--- src/rtl/rvb_pkg.sv ---
// Shared types and constants for the bitmanip shifter issue stage.
package rvb_pkg;

    localparam int unsigned XLEN_MAX = 64;
    localparam int unsigned INSN_W   = 32;
    localparam int unsigned CNT_W    = 16;
    localparam int unsigned SHAMT_W  = 6;

    localparam logic [6:0] OPC_OP        = 7'b0110011;
    localparam logic [6:0] OPC_OP_IMM    = 7'b0010011;
    localparam logic [6:0] OPC_OP_32     = 7'b0111011;
    localparam logic [6:0] OPC_OP_IMM_32 = 7'b0011011;

    typedef enum logic [1:0] {
        ST_EMPTY = 2'd0,
        ST_ONE   = 2'd1,
        ST_TWO   = 2'd2
    } state_t;

    // Instruction bits consumed by the shifter datapath
    typedef struct packed {
        logic insn3;
        logic insn12;
        logic insn14;
        logic insn26;
        logic insn27;
        logic insn29;
        logic insn30;
    } ctrl_t;

    // Operands are stored at full width; narrower configurations use the low XLEN bits
    typedef struct packed {
        logic [XLEN_MAX-1:0] rs1;
        logic [XLEN_MAX-1:0] rs2;
        logic [XLEN_MAX-1:0] rs3;
        ctrl_t               ctrl;
    } entry_t;

    function automatic ctrl_t ctrl_of(input logic [INSN_W-1:0] insn);
        ctrl_t c;
        c.insn3  = insn[3];
        c.insn12 = insn[12];
        c.insn14 = insn[14];
        c.insn26 = insn[26];
        c.insn27 = insn[27];
        c.insn29 = insn[29];
        c.insn30 = insn[30];
        return c;
    endfunction

endpackage

--- src/rtl/rvb_issue_decode.sv ---
// Combinational decode: shifter-class legality, immediate shamt substitution, ctrl extraction.
module rvb_issue_decode
    import rvb_pkg::*;
#(
    parameter int unsigned XLEN = 64,
    parameter bit          SBOP = 1'b1,
    parameter bit          BFP  = 1'b1
) (
    input  logic [INSN_W-1:0] insn,
    input  logic [XLEN-1:0]   rs1,
    input  logic [XLEN-1:0]   rs2,
    input  logic [XLEN-1:0]   rs3,
    output logic              legal_c,
    output entry_t            entry_c
);

    logic [6:0]         opcode;
    logic               opc_ok;
    logic               funct_ok;
    logic               width_ok;
    logic               is_sb;
    logic               is_slliu_w;
    logic               sbop_ok;
    logic               imm_form;
    logic               wide_shamt;
    logic [SHAMT_W-1:0] shamt;
    logic               unused_insn;

    assign opcode      = insn[6:0];
    assign unused_insn = ^{insn[19:15], insn[11:7]};

    always_comb begin
        opc_ok     = (opcode == OPC_OP) || (opcode == OPC_OP_IMM) ||
                     (opcode == OPC_OP_32) || (opcode == OPC_OP_IMM_32);
        funct_ok   = insn[12] || (BFP && insn[14] && !insn[26]);
        width_ok   = (XLEN == 64) || !opcode[3];
        is_sb      = insn[27] && !insn[26] && (insn[30] || insn[29]);
        is_slliu_w = (opcode == OPC_OP_IMM_32) && (insn[31:26] == 6'b000010) &&
                     (insn[14:12] == 3'b001);
        sbop_ok    = SBOP || !is_sb || is_slliu_w;
        legal_c    = opc_ok && funct_ok && width_ok && sbop_ok;
    end

    // W forms and RV32 only have a 5-bit shift amount
    always_comb begin
        imm_form   = !opcode[5];
        wide_shamt = (XLEN == 64) && !opcode[3];
        shamt      = wide_shamt ? insn[25:20] : {1'b0, insn[24:20]};
    end

    always_comb begin
        entry_c      = '0;
        entry_c.rs1  = XLEN_MAX'(rs1);
        entry_c.rs2  = imm_form ? XLEN_MAX'(shamt) : XLEN_MAX'(rs2);
        entry_c.rs3  = XLEN_MAX'(rs3);
        entry_c.ctrl = ctrl_of(insn);
    end

endmodule

--- src/rtl/rvb_shifter_issue.sv ---
// Issue stage in front of rvb_shifter: decode, 2-entry skid buffer, illegal-op drop counter.
module rvb_shifter_issue
    import rvb_pkg::*;
#(
    parameter int unsigned XLEN = 64,
    parameter bit          SBOP = 1'b1,
    parameter bit          BFP  = 1'b1
) (
    input  logic              clock,
    input  logic              resetn,
    input  logic              flush,
    input  logic              in_valid,
    output logic              in_ready,
    input  logic [INSN_W-1:0] in_insn,
    input  logic [XLEN-1:0]   in_rs1,
    input  logic [XLEN-1:0]   in_rs2,
    input  logic [XLEN-1:0]   in_rs3,
    output logic              dout_valid,
    input  logic              dout_ready,
    output logic [XLEN-1:0]   dout_rs1,
    output logic [XLEN-1:0]   dout_rs2,
    output logic [XLEN-1:0]   dout_rs3,
    output logic              dout_insn3,
    output logic              dout_insn12,
    output logic              dout_insn14,
    output logic              dout_insn26,
    output logic              dout_insn27,
    output logic              dout_insn29,
    output logic              dout_insn30,
    output logic              drop_pulse,
    output logic [CNT_W-1:0]  drop_count
);

    state_t             state;
    state_t             state_nxt;
    entry_t             out_q;
    entry_t             out_nxt;
    entry_t             skid_q;
    entry_t             skid_nxt;
    entry_t             entry_c;
    logic               legal_c;
    logic               accept;
    logic               pop;
    logic               acc_legal;
    logic               acc_illegal;
    logic               drop_nxt;
    logic [CNT_W-1:0]   count_nxt;

    rvb_issue_decode #(
        .XLEN (XLEN),
        .SBOP (SBOP),
        .BFP  (BFP)
    ) u_decode (
        .insn    (in_insn),
        .rs1     (in_rs1),
        .rs2     (in_rs2),
        .rs3     (in_rs3),
        .legal_c (legal_c),
        .entry_c (entry_c)
    );

    assign accept      = in_valid && in_ready;
    assign pop         = dout_valid && dout_ready;
    assign acc_legal   = accept && legal_c;
    assign acc_illegal = accept && !legal_c;

    // Next state, buffer contents and drop accounting; flush overrides every event
    always_comb begin
        state_nxt = state;
        out_nxt   = out_q;
        skid_nxt  = skid_q;
        drop_nxt  = 1'b0;
        count_nxt = drop_count;
        if (!flush) begin
            case (state)
                ST_EMPTY: begin
                    if (acc_legal) begin
                        state_nxt = ST_ONE;
                        out_nxt   = entry_c;
                    end
                end
                ST_ONE: begin
                    if (acc_legal && pop) begin
                        out_nxt = entry_c;
                    end else if (acc_legal) begin
                        state_nxt = ST_TWO;
                        skid_nxt  = entry_c;
                    end else if (pop) begin
                        state_nxt = ST_EMPTY;
                    end
                end
                ST_TWO: begin
                    if (pop) begin
                        state_nxt = ST_ONE;
                        out_nxt   = skid_q;
                    end
                end
                default: state_nxt = ST_EMPTY;
            endcase
            if (acc_illegal) begin
                drop_nxt = 1'b1;
                if (drop_count != '1) begin
                    count_nxt = drop_count + CNT_W'(1);
                end
            end
        end else begin
            state_nxt = ST_EMPTY;
        end
    end

    always_ff @(posedge clock or negedge resetn) begin
        if (!resetn) begin
            state      <= ST_EMPTY;
            in_ready   <= 1'b1;
            dout_valid <= 1'b0;
            out_q      <= '0;
            skid_q     <= '0;
            drop_pulse <= 1'b0;
            drop_count <= '0;
        end else begin
            state      <= state_nxt;
            in_ready   <= (state_nxt != ST_TWO);
            dout_valid <= (state_nxt != ST_EMPTY);
            out_q      <= out_nxt;
            skid_q     <= skid_nxt;
            drop_pulse <= drop_nxt;
            drop_count <= count_nxt;
        end
    end

    assign dout_rs1    = out_q.rs1[XLEN-1:0];
    assign dout_rs2    = out_q.rs2[XLEN-1:0];
    assign dout_rs3    = out_q.rs3[XLEN-1:0];
    assign dout_insn3  = out_q.ctrl.insn3;
    assign dout_insn12 = out_q.ctrl.insn12;
    assign dout_insn14 = out_q.ctrl.insn14;
    assign dout_insn26 = out_q.ctrl.insn26;
    assign dout_insn27 = out_q.ctrl.insn27;
    assign dout_insn29 = out_q.ctrl.insn29;
    assign dout_insn30 = out_q.ctrl.insn30;

endmodule

--- config.mk ---
export PLATFORM = sky130hd
export DESIGN_NAME = rvb_shifter_issue
export DESIGN_NICKNAME = d
export VERILOG_FILES = /design/src/rtl/rvb_pkg.sv /design/src/rtl/rvb_issue_decode.sv /design/src/rtl/rvb_shifter_issue.sv
export SDC_FILE = /design/constraint.sdc
export NUM_CORES = 1
export LEC_CHECK = 0
export CORE_MARGIN = 4
export CORE_UTILIZATION = 55
export CTS_BUF_LIST = sky130_fd_sc_hd__clkbuf_8
export CTS_CLUSTER_DIAMETER = 100
export DETAILED_ROUTE_END_ITERATION = 12
export GPL_TIMING_DRIVEN = 0
export HOLD_SLACK_MARGIN = 0.1
export PLACE_DENSITY_LB_ADDON = 0.08
export SYNTH_ARGS = -nofsm -noshare
export SYNTH_HDL_FRONTEND = slang
export SYNTH_SLANG_ARGS = --single-unit
--- constraint.sdc ---
create_clock -name clock -period 5.3 [get_ports clock]
set_clock_uncertainty 0.05 [all_clocks]
set_input_delay 0.795 -clock clock [delete_from_list [all_inputs] [get_ports clock]]
set_output_delay 0.795 -clock clock [all_outputs]
set_load 0.02 [all_outputs]
==> flow_metrics.env <==
export IMPL_cts_buffer_depth=3
export IMPL_cts_sinks=419
export IMPL_fmax_ghz=0.335
export IMPL_ys_flop_type="dfrtp_1"
export IMPL_drive_gt1_share_pct=15.0
export IMPL_detail_route_iter0_violations=747
export IMPL_cts_buffers=69
export IMPL_synthAdderAreaFrac_pct=0.128
export IMPL_antenna_found_initial=19
export IMPL_whs_ns=0.107
export IMPL_power_w=0.00827
export IMPL_portBuffers=432
export IMPL_slew_viol_final=0
export IMPL_track_usage_pct=28.3
export IMPL_grt_setup_unrepaired="no"
export IMPL_p_leak_nw=10.9
export IMPL_yosysSeqAreaShare_pct=59.6
export IMPL_synthMuxAreaShare_pct=17.1
export IMPL_syn_inst=1582
export IMPL_clockRootBuffer="clkbuf_8"
export IMPL_cp_max_fo=10
export IMPL_synth_compound_area_share_pct=9.67
export IMPL_fin_crit_sh_pct=56.4
export IMPL_synth_top_family_by_area="multiplexers"
export IMPL_top_level_ports=447
export IMPL_viasPerCell=5.46
export IMPL_endpoint_kind="flip-flop"
export IMPL_path_class="input pin to flip-flop"
export IMPL_status="finished clean"
export IMPL_finalWorstPathRequiredPeriod_ns=2.99
export IMPL_tns_ns=0
export IMPL_htreeDepth=3
export IMPL_initial_core_util_pct=55.8
export IMPL_synth_edff_count=0
export IMPL_drc_errors=0
export IMPL_fp_dieW_um=187
export IMPL_clock_latency_ns=0.57
export IMPL_die_h_um=187
export IMPL_hold_class="input pin to async pin"
export IMPL_synth_area_um2=17600
export IMPL_postRouteAntennaNets=0
export IMPL_place_hpwl_mm=36.0
export IMPL_drt_wl_total_mm=50.3
export IMPL_wl_per_cell_um=19.7
export IMPL_grt_pass1_wl_mm=78.9
export IMPL_worstPathArrival_ns=3.37
export IMPL_drv_cap=0
export IMPL_synth_seq_cells=419
export IMPL_overflow=0
export IMPL_synth_xor_area_share_pct=0.747
export IMPL_avgSynthCellArea_um2=11.1
export IMPL_cts_tree="built"
export IMPL_power_density_nw_per_um2=346
export IMPL_drt_first_pass_iters=6
export IMPL_start_kind="input pin"
export IMPL_clk_pin_slew_ns=0.06
export IMPL_pre_cts_ws_ns=1.76
export IMPL_core_um2=31600
export IMPL_yosysWarnings=0
export IMPL_grt_max_degree=122
export IMPL_fin_ws_ns=2.31
export IMPL_ir_drop_mv=0.318
export IMPL_tightest_slew_ns=0.938
export IMPL_synth_fp_nets=1812
export IMPL_slew_headroom_pct=37.5
export IMPL_fin_nets=2318
export IMPL_rows=65
export IMPL_synthSimpleGateAreaFrac_pct=9.47
export IMPL_postCtsHoldBufs=0
export IMPL_worstPathRequired_ns=5.68
export IMPL_report_final_hold_viol_count=0
export IMPL_synthArstFlopShare_pct=100
export IMPL_final_area_um2=23900
export IMPL_area_growth_pct=35.9
export IMPL_post_cts_buffers=0
export IMPL_grt_pass1_vias=14400
export IMPL_setup_violations=0
export IMPL_gp_congestion=0.850
export IMPL_die_area_um2=34900
export IMPL_yosysUniqueCellTypes=37
export IMPL_placed_cell_area_um2=22500
export IMPL_num_vias=13900
export IMPL_postCtsResizedCells=0
==> stage by stage <==
stage	utilization, %	cells
2_1_floorplan	-	1582
3_3_place_gp	71.1	2416
3_5_place_dp	71.3	2419
4_1_cts	75.7	2537
5_1_grt	75.8	2549
6_report	75.8	2551
==> cell families (layout without fill, tap and decap cells) <==
group / after synthesis / after routing
flops: 419 / 419
buf+inv: 113 / 666
other cells: 0 / 14
fa+ha+maj: 2 / 2
xor+xnor: 15 / 15
simple gates: 421 / 421
compound gates: 330 / 330
mux: 282 / 282
==> cell type report <==
| class | count | area [µm²] |
|---|---|---|
| Tap cell | 402 | 503 |
| Multi-Input combinational cell | 1050 | 6520 |
| Inverter | 4 | 15.0 |
| Antenna cell | 14 | 35.0 |
| Buffer | 109 | 571 |
| Timing Repair Buffer | 435 | 4410 |
| Fill cell | 2218 | 7640 |
| Clock inverter | 31 | 171 |
| Clock buffer | 87 | 1200 |
| Sequential cell | 419 | 10500 |
==> report_power, final <==
group	leakage (nW)	internal, W	switching, W
clock	0.774	0.00153	0.00127
combinational	4.68	0.000852	0.000904
sequential	5.43	0.00351	0.000200
total	10.9	0.00589	0.00237
==> registers in the layout, summed over array words and instances, names as in the netlist <==
signal / cells
dout_insn26: 1
dout_insn14: 1
dout_insn29: 1
dout_insn30: 1
dout_valid: 1
in_ready: 1
dout_insn12: 1
skid_q: 199
dout_rs3: 64
drop_count: 16
drop_pulse: 1
dout_insn3: 1
state: 2
dout_rs1: 64
dout_insn27: 1
dout_rs2: 64
==> worst paths after layout <==
check	to	startpoint	slack [ns]	cells past startpoint
setup / recovery	dout_rs2[9]$_DFFE_PN0P_	in_insn[14]	2.31	7
hold / removal	dout_rs3[21]$_DFFE_PN0P_	resetn	0.11	1
setup reg to reg	dout_rs2[9]$_DFFE_PN0P_	in_ready$_DFF_PN1_	2.57	6
hold reg to reg	skid_q[71]$_DFFE_PN0P_	skid_q[71]$_DFFE_PN0P_	0.43	2
max in group asynchronous	dout_rs1[49]$_DFFE_PN0P_	resetn	3.52	3
min in group clock	skid_q[71]$_DFFE_PN0P_	skid_q[71]$_DFFE_PN0P_	0.43	2
==> Yosys cell counts, drive strengths merged (2+ instances only) <==
cell type  number  share of area [%]
a21oi         254                7.2
and2            3               0.11
and3            2              0.071
and4            2               0.10
buf            78                2.6
clkbuf         31               0.66
dfrtp         418                 59
inv             4              0.085
mux2          142                9.1
mux2i         140                8.0
nand2         136                2.9
nand3           5               0.14
nand4           2              0.071
nor2          258                5.5
nor2b           3               0.11
nor3            5               0.14
nor4            2              0.071
o21ai          70                2.0
xnor2           2               0.10
xor2           13               0.65
==> metal layers <==
layer	global-route usage, %	part of all wire (%)	vias up
met3	8.68	8.3	112
li1	-	-	6429
met4	13.2	3.7	14
met2	45.7	49	503
met5	0	0.16	-
met1	35.1	39	6860
==> critical path: stages <==
cell             delay, ns
clkdlybuf4s50_1       0.54
nor2b_1               0.23
o2111ai_2             0.23
a211oi_2              0.48
clkbuf_1              0.60
buf_2                 0.39
a21oi_1               0.11
==> layout by cell type, fill, tap and decap left out, types with 2 or more instances in the layout <==
master,Yosys,layout
clkdlybuf4s50_1,0,431
dfrtp_1,418,418
nor2_1,258,258
a21oi_1,254,254
mux2i_1,140,140
nand2_1,136,136
mux2_2,135,135
clkbuf_8,0,87
o21ai_0,70,70
buf_2,66,66
clkbuf_1,31,31
inv_1,4,23
diode_2,0,14
xor2_1,13,13
buf_6,10,10
mux2_1,7,7
clkinv_2,0,6
nand3_1,5,5
nor3_1,5,5
nor2b_1,3,3
clkinvlp_4,0,3
buf_16,0,3
and2_1,2,2
and4_1,2,2
and3_1,2,2
nand4_1,2,2
nor4_1,2,2
xnor2_1,2,2
inv_6,0,2
(Power assumes the default switching activity.)
